==> src/rtl/maple_frame_pattern_detector_if.sv <==
// Maple frame pattern detector bus interface.
// Bundles the four pre-synchronised SDCKA/SDCKB edge strobes and the
// detector's frame/status outputs.
//   master : drives the edge strobes, observes the detector outputs
//   slave  : the detector itself
interface maple_frame_pattern_detector_if #(
  parameter int CNT_W = 8
);
  logic             sdcka_posedge;
  logic             sdcka_negedge;
  logic             sdckb_posedge;
  logic             sdckb_negedge;
  logic             start_frame;
  logic             end_frame;
  logic             pattern_error;
  logic [1:0]       error_code;
  logic             in_frame;
  logic [CNT_W-1:0] last_count;
  logic             busy;

  modport master (
    output sdcka_posedge, sdcka_negedge, sdckb_posedge, sdckb_negedge,
    input  start_frame, end_frame, pattern_error, error_code,
           in_frame, last_count, busy
  );

  modport slave (
    input  sdcka_posedge, sdcka_negedge, sdckb_posedge, sdckb_negedge,
    output start_frame, end_frame, pattern_error, error_code,
           in_frame, last_count, busy
  );
endinterface

==> src/rtl/maple_frame_pattern_detector.sv <==
// Maple bus start/end-of-frame pattern detector.
// Start: SDCKA held low while SDCKB falls START_PULSES times, then SDCKA rises.
// End  : SDCKB held low while SDCKA falls END_PULSES times, then SDCKB rises.
// Ports:
//   clk   - system clock
//   reset - asynchronous, active-low reset
//   bus   - slave side: edge strobes in; start_frame/end_frame/pattern_error
//           pulses, error_code (01 bad count, 10 timeout, 11 collision or
//           out-of-sequence), in_frame, last_count, busy out.
// All outputs are registered; a hold termination seen in cycle N is reported
// in cycle N+1, when the state is already back in IDLE.
module maple_frame_pattern_detector #(
  parameter int START_PULSES   = 4,
  parameter int END_PULSES     = 2,
  parameter int CNT_W          = 8,
  parameter int TIMEOUT_CYCLES = 1024,
  parameter int TO_W           = 11
) (
  input  logic                           clk,
  input  logic                           reset,
  maple_frame_pattern_detector_if.slave  bus
);

  typedef enum logic [1:0] {
    IDLE   = 2'b00,
    HOLD_A = 2'b01,
    HOLD_B = 2'b10
  } state_t;

  localparam logic [CNT_W-1:0] CNT_MAX   = {CNT_W{1'b1}};
  localparam logic [CNT_W-1:0] CNT_ZERO  = {CNT_W{1'b0}};
  localparam logic [CNT_W-1:0] START_CNT = CNT_W'(START_PULSES);
  localparam logic [CNT_W-1:0] END_CNT   = CNT_W'(END_PULSES);
  localparam logic [TO_W-1:0]  TO_LAST   = TO_W'(TIMEOUT_CYCLES - 1);

  state_t           state_q, state_d;
  logic [CNT_W-1:0] cnt_q, cnt_d;
  logic [TO_W-1:0]  to_q, to_d;
  logic             start_frame_q, start_frame_d;
  logic             end_frame_q, end_frame_d;
  logic             pattern_error_q, pattern_error_d;
  logic [1:0]       error_code_q, error_code_d;
  logic             in_frame_q, in_frame_d;
  logic [CNT_W-1:0] last_count_q, last_count_d;
  logic             busy_q, busy_d;

  logic             is_a_s;
  logic             term_s;
  logic [CNT_W-1:0] cnt_next_s;

  function automatic logic [CNT_W-1:0] sat_inc(input logic [CNT_W-1:0] v);
    sat_inc = (v == CNT_MAX) ? v : v + CNT_W'(1);
  endfunction

  // Hold-side decode: which strobe counts and which one ends the hold.
  always_comb begin
    is_a_s     = (state_q == HOLD_A);
    term_s     = 1'b0;
    cnt_next_s = cnt_q;
    if (state_q == HOLD_A) begin
      term_s     = bus.sdcka_posedge;
      cnt_next_s = bus.sdckb_negedge ? sat_inc(cnt_q) : cnt_q;
    end else if (state_q == HOLD_B) begin
      term_s     = bus.sdckb_posedge;
      cnt_next_s = bus.sdcka_negedge ? sat_inc(cnt_q) : cnt_q;
    end else begin
      term_s     = 1'b0;
      cnt_next_s = cnt_q;
    end
  end

  // Next-state, counters and output pulse computation.
  always_comb begin
    state_d         = state_q;
    cnt_d           = cnt_q;
    to_d            = to_q;
    start_frame_d   = 1'b0;
    end_frame_d     = 1'b0;
    pattern_error_d = 1'b0;
    error_code_d    = 2'b00;
    in_frame_d      = in_frame_q;
    last_count_d    = last_count_q;
    case (state_q)
      IDLE: begin
        cnt_d = CNT_ZERO;
        to_d  = {TO_W{1'b0}};
        if (bus.sdcka_negedge && bus.sdckb_negedge) begin
          pattern_error_d = 1'b1;
          error_code_d    = 2'b11;
          in_frame_d      = 1'b0;
        end else if (bus.sdcka_negedge) begin
          state_d = HOLD_A;
        end else if (bus.sdckb_negedge) begin
          state_d = HOLD_B;
        end else begin
          state_d = IDLE;
        end
      end
      HOLD_A, HOLD_B: begin
        if (term_s) begin
          // Termination takes priority over a timeout in the same cycle.
          state_d = IDLE;
          cnt_d   = CNT_ZERO;
          to_d    = {TO_W{1'b0}};
          if (cnt_next_s != CNT_ZERO) begin
            last_count_d = cnt_next_s;
            if (is_a_s && (cnt_next_s == START_CNT)) begin
              if (!in_frame_q) begin
                start_frame_d = 1'b1;
                in_frame_d    = 1'b1;
              end else begin
                pattern_error_d = 1'b1;
                error_code_d    = 2'b11;
              end
            end else if (!is_a_s && (cnt_next_s == END_CNT)) begin
              if (in_frame_q) begin
                end_frame_d = 1'b1;
                in_frame_d  = 1'b0;
              end else begin
                pattern_error_d = 1'b1;
                error_code_d    = 2'b11;
              end
            end else begin
              pattern_error_d = 1'b1;
              error_code_d    = 2'b01;
              in_frame_d      = 1'b0;
            end
          end else begin
            // Zero pulses: an ordinary data bit, nothing to report.
            last_count_d = last_count_q;
          end
        end else if (to_q == TO_LAST) begin
          state_d         = IDLE;
          cnt_d           = CNT_ZERO;
          to_d            = {TO_W{1'b0}};
          pattern_error_d = 1'b1;
          error_code_d    = 2'b10;
          in_frame_d      = 1'b0;
          last_count_d    = cnt_next_s;
        end else begin
          cnt_d = cnt_next_s;
          to_d  = to_q + TO_W'(1);
        end
      end
      default: begin
        state_d = IDLE;
        cnt_d   = CNT_ZERO;
        to_d    = {TO_W{1'b0}};
      end
    endcase
    busy_d = (state_d != IDLE);
  end

  // State, counter and output registers.
  always_ff @(posedge clk or negedge reset) begin
    if (!reset) begin
      state_q         <= IDLE;
      cnt_q           <= CNT_ZERO;
      to_q            <= {TO_W{1'b0}};
      start_frame_q   <= 1'b0;
      end_frame_q     <= 1'b0;
      pattern_error_q <= 1'b0;
      error_code_q    <= 2'b00;
      in_frame_q      <= 1'b0;
      last_count_q    <= CNT_ZERO;
      busy_q          <= 1'b0;
    end else begin
      state_q         <= state_d;
      cnt_q           <= cnt_d;
      to_q            <= to_d;
      start_frame_q   <= start_frame_d;
      end_frame_q     <= end_frame_d;
      pattern_error_q <= pattern_error_d;
      error_code_q    <= error_code_d;
      in_frame_q      <= in_frame_d;
      last_count_q    <= last_count_d;
      busy_q          <= busy_d;
    end
  end

  assign bus.start_frame   = start_frame_q;
  assign bus.end_frame     = end_frame_q;
  assign bus.pattern_error = pattern_error_q;
  assign bus.error_code    = error_code_q;
  assign bus.in_frame      = in_frame_q;
  assign bus.last_count    = last_count_q;
  assign bus.busy          = busy_q;

endmodule
==> src/flat_wrapper.sv <==
// flat-port wrapper written by rule: the top's interface ports become plain ports
module maple_frame_pattern_detector_flat 
#(
  parameter int START_PULSES   = 4,
  parameter int END_PULSES     = 2,
  parameter int CNT_W          = 8,
  parameter int TIMEOUT_CYCLES = 1024,
  parameter int TO_W           = 11
)
  (clk, reset, bus_sdcka_posedge, bus_sdcka_negedge, bus_sdckb_posedge, bus_sdckb_negedge, bus_start_frame, bus_end_frame, bus_pattern_error, bus_error_code, bus_in_frame, bus_last_count, bus_busy);
  maple_frame_pattern_detector_if #(.CNT_W(CNT_W)) bus_i ();
  input  logic clk;
  input  logic reset;
  input wire logic [$bits(bus_i.sdcka_posedge)-1:0] bus_sdcka_posedge;
  input wire logic [$bits(bus_i.sdcka_negedge)-1:0] bus_sdcka_negedge;
  input wire logic [$bits(bus_i.sdckb_posedge)-1:0] bus_sdckb_posedge;
  input wire logic [$bits(bus_i.sdckb_negedge)-1:0] bus_sdckb_negedge;
  output wire logic [$bits(bus_i.start_frame)-1:0] bus_start_frame;
  output wire logic [$bits(bus_i.end_frame)-1:0] bus_end_frame;
  output wire logic [$bits(bus_i.pattern_error)-1:0] bus_pattern_error;
  output wire logic [$bits(bus_i.error_code)-1:0] bus_error_code;
  output wire logic [$bits(bus_i.in_frame)-1:0] bus_in_frame;
  output wire logic [$bits(bus_i.last_count)-1:0] bus_last_count;
  output wire logic [$bits(bus_i.busy)-1:0] bus_busy;
  assign bus_i.sdcka_posedge = bus_sdcka_posedge;
  assign bus_i.sdcka_negedge = bus_sdcka_negedge;
  assign bus_i.sdckb_posedge = bus_sdckb_posedge;
  assign bus_i.sdckb_negedge = bus_sdckb_negedge;
  assign bus_start_frame = bus_i.start_frame;
  assign bus_end_frame = bus_i.end_frame;
  assign bus_pattern_error = bus_i.pattern_error;
  assign bus_error_code = bus_i.error_code;
  assign bus_in_frame = bus_i.in_frame;
  assign bus_last_count = bus_i.last_count;
  assign bus_busy = bus_i.busy;
  maple_frame_pattern_detector #(.START_PULSES(START_PULSES), .END_PULSES(END_PULSES), .CNT_W(CNT_W), .TIMEOUT_CYCLES(TIMEOUT_CYCLES), .TO_W(TO_W)) u_core (.clk(clk), .reset(reset), .bus(bus_i));
endmodule
==> config.mk <==
export PLATFORM = sky130hd
export DESIGN_NAME = maple_frame_pattern_detector_flat
export DESIGN_NICKNAME = d
export VERILOG_FILES = /design/src/rtl/maple_frame_pattern_detector_if.sv /design/src/rtl/maple_frame_pattern_detector.sv /design/src/flat_wrapper.sv
export SDC_FILE = /design/constraint.sdc
export NUM_CORES = 1
export LEC_CHECK = 0
export ABC_CLOCK_PERIOD_IN_PS = 3500
export BUFFER_PORTS_ARGS = -buffer_cell sky130_fd_sc_hd__buf_2
export CAP_MARGIN = 10
export CORE_ASPECT_RATIO = 2
export CORE_MARGIN = 2
export CORE_UTILIZATION = 58
export CTS_BUF_LIST = sky130_fd_sc_hd__clkbuf_16
export DETAILED_ROUTE_END_ITERATION = 10
export GPL_TIMING_DRIVEN = 0
export HOLD_SLACK_MARGIN = 0.15
export PLACE_DENSITY_LB_ADDON = 0.1
export SYNTH_ARGS = -nofsm -noshare
export SYNTH_HDL_FRONTEND = slang
export SYNTH_SLANG_ARGS = --single-unit
export TNS_END_PERCENT = 30
==> constraint.sdc <==
create_clock -name clk -period 3.5 [get_ports clk]
set_input_delay 0 -clock clk [delete_from_list [all_inputs] [get_ports clk]]
set_output_delay 0 -clock clk [all_outputs]
set_load 0.01 [all_outputs]
; Word-level counts from Yosys, hierarchy flattened
; Cells that the tools add are included.
; Widths: inputs -> output; s select.
[totals]
regBits = 36
input_bits = 6
output_inout_bits = 15
wordCells = 89
[op_classes]
addsub = 2
eq_ne = 10
muxes = 55
reduce_logical = 12
[ops]
columns = cell, n
row1 = $mux 8, 11
row2 = $mux 11, 3
row3 = $mux 2, 13
row4 = $mux 1, 24
row5 = $add 11x1->11 const B, 1
row6 = $eq 11x10->1 const B, 1
row7 = $add 8x1->8 const B, 1
row8 = $eq 8x2->1 const B, 1
row9 = $eq 8x3->1 const B, 1
row10 = $eq 8x8->1 const B, 1
row11 = $pmux 2 s2, 2
row12 = $reduce_bool 8->1, 1
row13 = $reduce_bool 2->1, 3
row14 = $pmux 1 s2, 2
row15 = $reduce_and 4->1, 1
row16 = $logic_and 1x1->1, 3
row17 = $ne 3x1->1 const B, 1
row18 = $ne 3x3->1 const B, 1
row19 = $reduce_and 3->1, 1
row20 = $eq 2x1->1 const B, 1
row21 = $eq 2x2->1 const B, 1
row22 = $logic_not 2->1, 1
row23 = $ne 2x1->1 const B, 1
row24 = $ne 2x2->1 const B, 1
row25 = 2 further kinds, 2

; Logic depth before layout (Yosys ltp)
[depth]
word_depth = 12
depth_mapped = 8
mapped_depth_nobuf = 8

; Worst setup path before layout
; Ideal clock, no wire load.
[synth_timing]
path_type = reg2reg
start = reg u_core.state_q[1]
end = reg u_core.last_count_q[0], in the netlist u_core.bus.last_count[0]
setup_ps = 79
arrival_time_ps = 2454
required_ps = 3421
path_slack_ps = 967
path_stages_with_launch = 9
n_path_buf = 0
synth_period_minus_slack_ps = 2533
path_cell_list = dfrtp_1 > inv_1 > ha_1 > nand3b_4 > a2111oi_1 > mux2i_1 > o2111ai_2 > o31ai_4 > mux2i_1
[synth_via]
elab_chain_len = 6
elab_cells_between_ends = 14
classes_between = eq/ne (3) / mux (7) / reduce/logical (4)
[synth_rtl]
columns = item, line
row1 = from (decl), maple_frame_pattern_detector.sv:36  ; state_t state_q, state_d;
row2 = from (signal assigned), maple_frame_pattern_detector.sv:168  ; state_q <= state_d;
row3 = $eq 2x2->1, "maple_frame_pattern_detector.sv:63, maple_frame_pattern_detector.sv:83"
row4 = $mux 8, maple_frame_pattern_detector.sv:63  ; end else if (state_q == HOLD_B) begin
row5 = $mux 8, maple_frame_pattern_detector.sv:60  ; if (state_q == HOLD_A) begin
row6 = $reduce_bool 8->1, maple_frame_pattern_detector.sv:105  ; if (cnt_next_s != CNT_ZERO) begin
row7 = $ne 2x2->1 (no line), --
row8 = $reduce_and 3->1 (no line), --
row9 = to (signal assigned), maple_frame_pattern_detector.sv:176  ; last_count_q <= last_count_d;
row10 = to (decl), maple_frame_pattern_detector.sv:44  ; logic [CNT_W-1:0] last_count_q, last_count_d;
; Several ways; a longest one is shown, not always the timed one. The select of a mux whose other input is x is not followed.
; A chain may end at the register's enable or synchronous reset.

; Worst setup path in the final report
[layout_timing]
start = reg u_core.state_q[1]
end = reg u_core.error_code_q[1], in the netlist u_core.bus.error_code[1]
[layout_via]
elab_chain_len = 10
elab_cells_between_ends = 19
classes_between = eq/ne (4) / mux (9) / reduce/logical (6)
[layout_rtl]
columns = item, line
row1 = $eq 2x2->1, "maple_frame_pattern_detector.sv:63, maple_frame_pattern_detector.sv:83"
row2 = $mux 8, maple_frame_pattern_detector.sv:63
row3 = $mux 8, maple_frame_pattern_detector.sv:60
row4 = $eq 8x2->1, maple_frame_pattern_detector.sv:115  ; end else if (!is_a_s && (cnt_next_s == END_CNT)) begin
row5 = $logic_and 1x1->1, maple_frame_pattern_detector.sv:115
row6 = $mux 2, maple_frame_pattern_detector.sv:115
row7 = $mux 2, maple_frame_pattern_detector.sv:107  ; if (is_a_s && (cnt_next_s == START_CNT)) begin
row8 = $mux 2, maple_frame_pattern_detector.sv:105
row9 = $mux 2, maple_frame_pattern_detector.sv:100  ; if (term_s) begin
row10 = $pmux 2 s2 *, maple_frame_pattern_detector.sv:83  ; case (state_q)
row11 = named net u_core.error_code_d[1], maple_frame_pattern_detector.sv:42  ; logic [1:0] error_code_q, error_code_d;
row12 = to (signal assigned), maple_frame_pattern_detector.sv:174  ; error_code_q <= error_code_d;
row13 = to (decl), maple_frame_pattern_detector.sv:42
; The timed path passes the listed nets; every way through them passes the cells marked *.

==> metrics.yaml <==
vias: 1524
worstPathArrival_ns: 3.29
htreeDepth: 2
synth.distinct_cells: 42
postSynthCellCount: 185
cp-end-kind: "flip-flop"
syn_nets: 197
postLayoutCoreUtil_pct: 70.5
clkTransAtPathRegs_ns: 0.06
startpoint: "u_core.state_q[1]"
die_area_um2: 3810
crit_fanout: 7
cp_slowest_cell: "a2111oi_1"
synth_warnings: 0
hold_viol_final: 0
slew_headroom_pct: 45.9
ys_seq_elements: 36
synthMuxAreaShare_pct: 5.09
nFillCells: 263
status: "finished, final reports clean"
syn_area_um2: 1920
synth_area_per_cell_um2: 10.4
synth-adder-area-share_pct: 3.92
grt_pass1_vias: 1629
fin_crit_ns: 3.14
die_h_um: 85.3
cts.sinks: 36
slew_violations: 0
fin_crit_sh_pct: 89.7
cts_made_buffers: 5
clockBufferDepth: 2
maxCapViolations: 0
fin_ws_ns: 0.360
initial_core_util_pct: 60.7
place_ws_ns: 0.397
drive_gt1_share_pct: 18.5
power_leakage_nw: 1.03
drt-total-wl_um: 4370
pin_count: 21
yosysSeqAreaShare_pct: 47.0
pwr_density_cell_nw_per_um2: 645
startpoint_type: "flip-flop"
grt-ovfl-total: 0
grt_max_degree: 37
setup_viol: 0
clock_latency_ns: 0.28
crit_chain: "inv_1 -> ha_1 -> nand3b_4 -> a2111oi_1 -> mux2i_1 -> o2111ai_2 -> nand2b_1 -> o41ai_2"
drtAntennaViolNets: 0
hold_depth: 4
routedWlPerCell_um: 17.7
grt_use_total_pct: 27.8
worstMarginPinSlew_ns: 0.812
synthXorXnorAreaFrac_pct: 4.11
root_buffer: "clkbuf_16"
skew_ns: 0.00692
synth_compound_area_share_pct: 16.0
max_stage_delay_ns: 0.56
crit_type: "reg2reg"
tns_ns: 0
worst_ep_required_time_ns: 3.65
cts_tree: "built"
dieWidth_um: 44.7
area_delta_synth_final_pct: 16.1
cts_resized: 0
synth_top_family_by_area: "simple AND/OR/NAND/NOR gates"
vdd_drop_max_mv: 0.517
dp_hpwl_um: 3160
io_buffers: 20
antenna_found_initial: 0
core.rowCount: 29
hold_path_startpoint: "bus_sdcka_posedge"
hold_path.class: "in2reg"
fp.coreArea_um2: 3160
grt_pass1_wl_um: 7600
postCtsSetupBuffers: 0
rsz0062_at_grt: "no"
r2r_cells: 8
synthSimpleGateAreaFrac_pct: 21.9
first_pass_iters: 4
vias_per_cell: 6.17
gp_congestion: 0.866
final_nets: 227
r2r_start: "u_core.state_q[1]"
fmax_mhz: 318
drc: 0
drt_iter0_drc: 13
diodes: 0
## Yosys cell counts (all sizes together)
master | instances | area, um^2
a2bb2oi | 1 | 15.0
nor4 | 2 | 25.0
nor2b | 1 | 6.26
inv | 8 | 30.0
mux2i | 6 | 60.1
a22o | 2 | 17.5
dfrtp | 36 | 901
and3 | 4 | 25.0
nand3b | 5 | 50.1
nand2b | 2 | 12.5
o21ai | 8 | 40.0
nand4b | 1 | 8.76
mux2 | 3 | 37.5
a21boi | 1 | 7.51
nor2 | 24 | 90.1
xnor2 | 5 | 43.8
nor3b | 1 | 7.51
buf | 2 | 7.51
xor2 | 4 | 35.0
o31ai | 2 | 42.5
and2 | 5 | 31.3
nand3 | 12 | 60.1
a2111oi | 1 | 10.0
o2bb2ai | 3 | 26.3
a2111o | 1 | 11.3
a21o | 4 | 30.0
o2111ai | 1 | 15.0
a32oi | 2 | 17.5
o211ai | 2 | 15.0
o221ai | 1 | 8.76
o41ai | 1 | 16.3
nor3 | 3 | 15.0
a21oi | 6 | 33.8
or4 | 1 | 7.51
ha | 6 | 75.1
or3 | 1 | 6.26
nand4 | 1 | 12.5
nand2 | 16 | 62.6
## metal layers
| layer | global-route usage (%) | wire, um | share of wire, % |
|---|---|---|---|
| met1 | 28.3 | 1580 | 36 |
| met2 | 49.5 | 2510 | 57 |
| met3 | 4.89 | 104 | 2.4 |
| met4 | 16.3 | 176 | 4.0 |
| met5 | 0 | 0 | 0 |
## final timing paths
check | end | slack [ns]
hold reg to reg | u_core.bus.last_count[6] | 0.48
hold / removal | u_core.to_q[6] | 0.17
setup / recovery | u_core.bus.error_code[1] | 0.36
max in group asynchronous | u_core.state_q[0] | 2.62
min in group asynchronous | u_core.cnt_q[5] | 0.35
setup reg to reg | u_core.bus.error_code[1] | 0.36
## power breakdown
group	switching [mW]	internal, mW
Clock	0.165	0.258
Sequential	0.0394	0.469
Combinational	0.330	0.174
## cell type report
type / count / area, um^2 / area share, %
inverters: 8 / 30.0 / 1.35
multi-input cells: 139 / 978 / 44.0
well taps: 31 / 38.8 / 1.74
plain buffers: 2 / 7.51 / 0.337
repair buffers: 23 / 130 / 5.85
clock buffers: 5 / 125 / 5.62
clock inverters: 3 / 15.0 / 0.675
flip-flops and latches: 36 / 901 / 40.5
## metrics by stage
| stage | instances | total power [mW] | area, um^2 | hold WS (ns) |
|---|---|---|---|---|
| 2_1_floorplan | 185 | 0.861 | 1920 | -0.296 |
| 3_5_place_dp | 236 | 1.02 | 2060 | 0.126 |
| 6_report | 247 | 1.44 | 2230 | 0.170 |
| 3_3_place_gp | 236 | 0.994 | 2060 | 0.114 |
| 5_1_grt | 247 | 1.52 | 2230 | 0.224 |
| 4_1_cts | 247 | 1.45 | 2230 | 0.156 |
## cell usage in the layout, fill, tap and decap left out, types with 3 or more instances in the layout
master,n
nand3b_1,4
o21ai_0,8
mux2i_1,6
inv_1,9
a21o_1,4
nor2_1,24
nor3_1,3
dlygate4sd3_1,3
nand3_1,12
and3_1,4
ha_1,6
clkbuf_16,5
dfrtp_1,36
o2bb2ai_1,3
and2_1,5
xnor2_1,5
a21oi_1,5
nand2_1,15
buf_2,20
xor2_1,4
## state kept, by name (all words and copies together), names as in the netlist
register                  flops
u_core.bus.pattern_error      1
u_core.bus.start_frame        1
u_core.to_q                  11
u_core.cnt_q                  8
u_core.bus.last_count         8
u_core.bus.in_frame           1
u_core.bus.end_frame          1
u_core.bus.error_code         2
u_core.bus.busy               1
u_core.state_q                2
## worst max-delay path: cells and delay by family, from the launching register on
kind                     cells  cell delay (ns)
AO/OA/AOI/OAI                3             1.26
adder cells (fa/ha/maj)      1             0.29
buffers and inverters        1             0.09
flip-flops                   1             0.39
multiplexers                 1             0.44
AND/OR/NAND/NOR              2             0.53
## cell families after synthesis
family / Yosys count
adders and majority gates: 6
and+or+nand+nor: 79
AOI/OAI and AO/OA: 36
DFF: 36
muxes: 9
buffers and inverters: 10
xor gates and xnor gates: 9
## timing repair
action                                 4_1_cts  5_1_grt
hold buffers                                 3        0
endpoints found under the hold margin       39        0
setup endpoints to repair                    0        0
No activity file was read; power rests on OpenSTA's default activity.
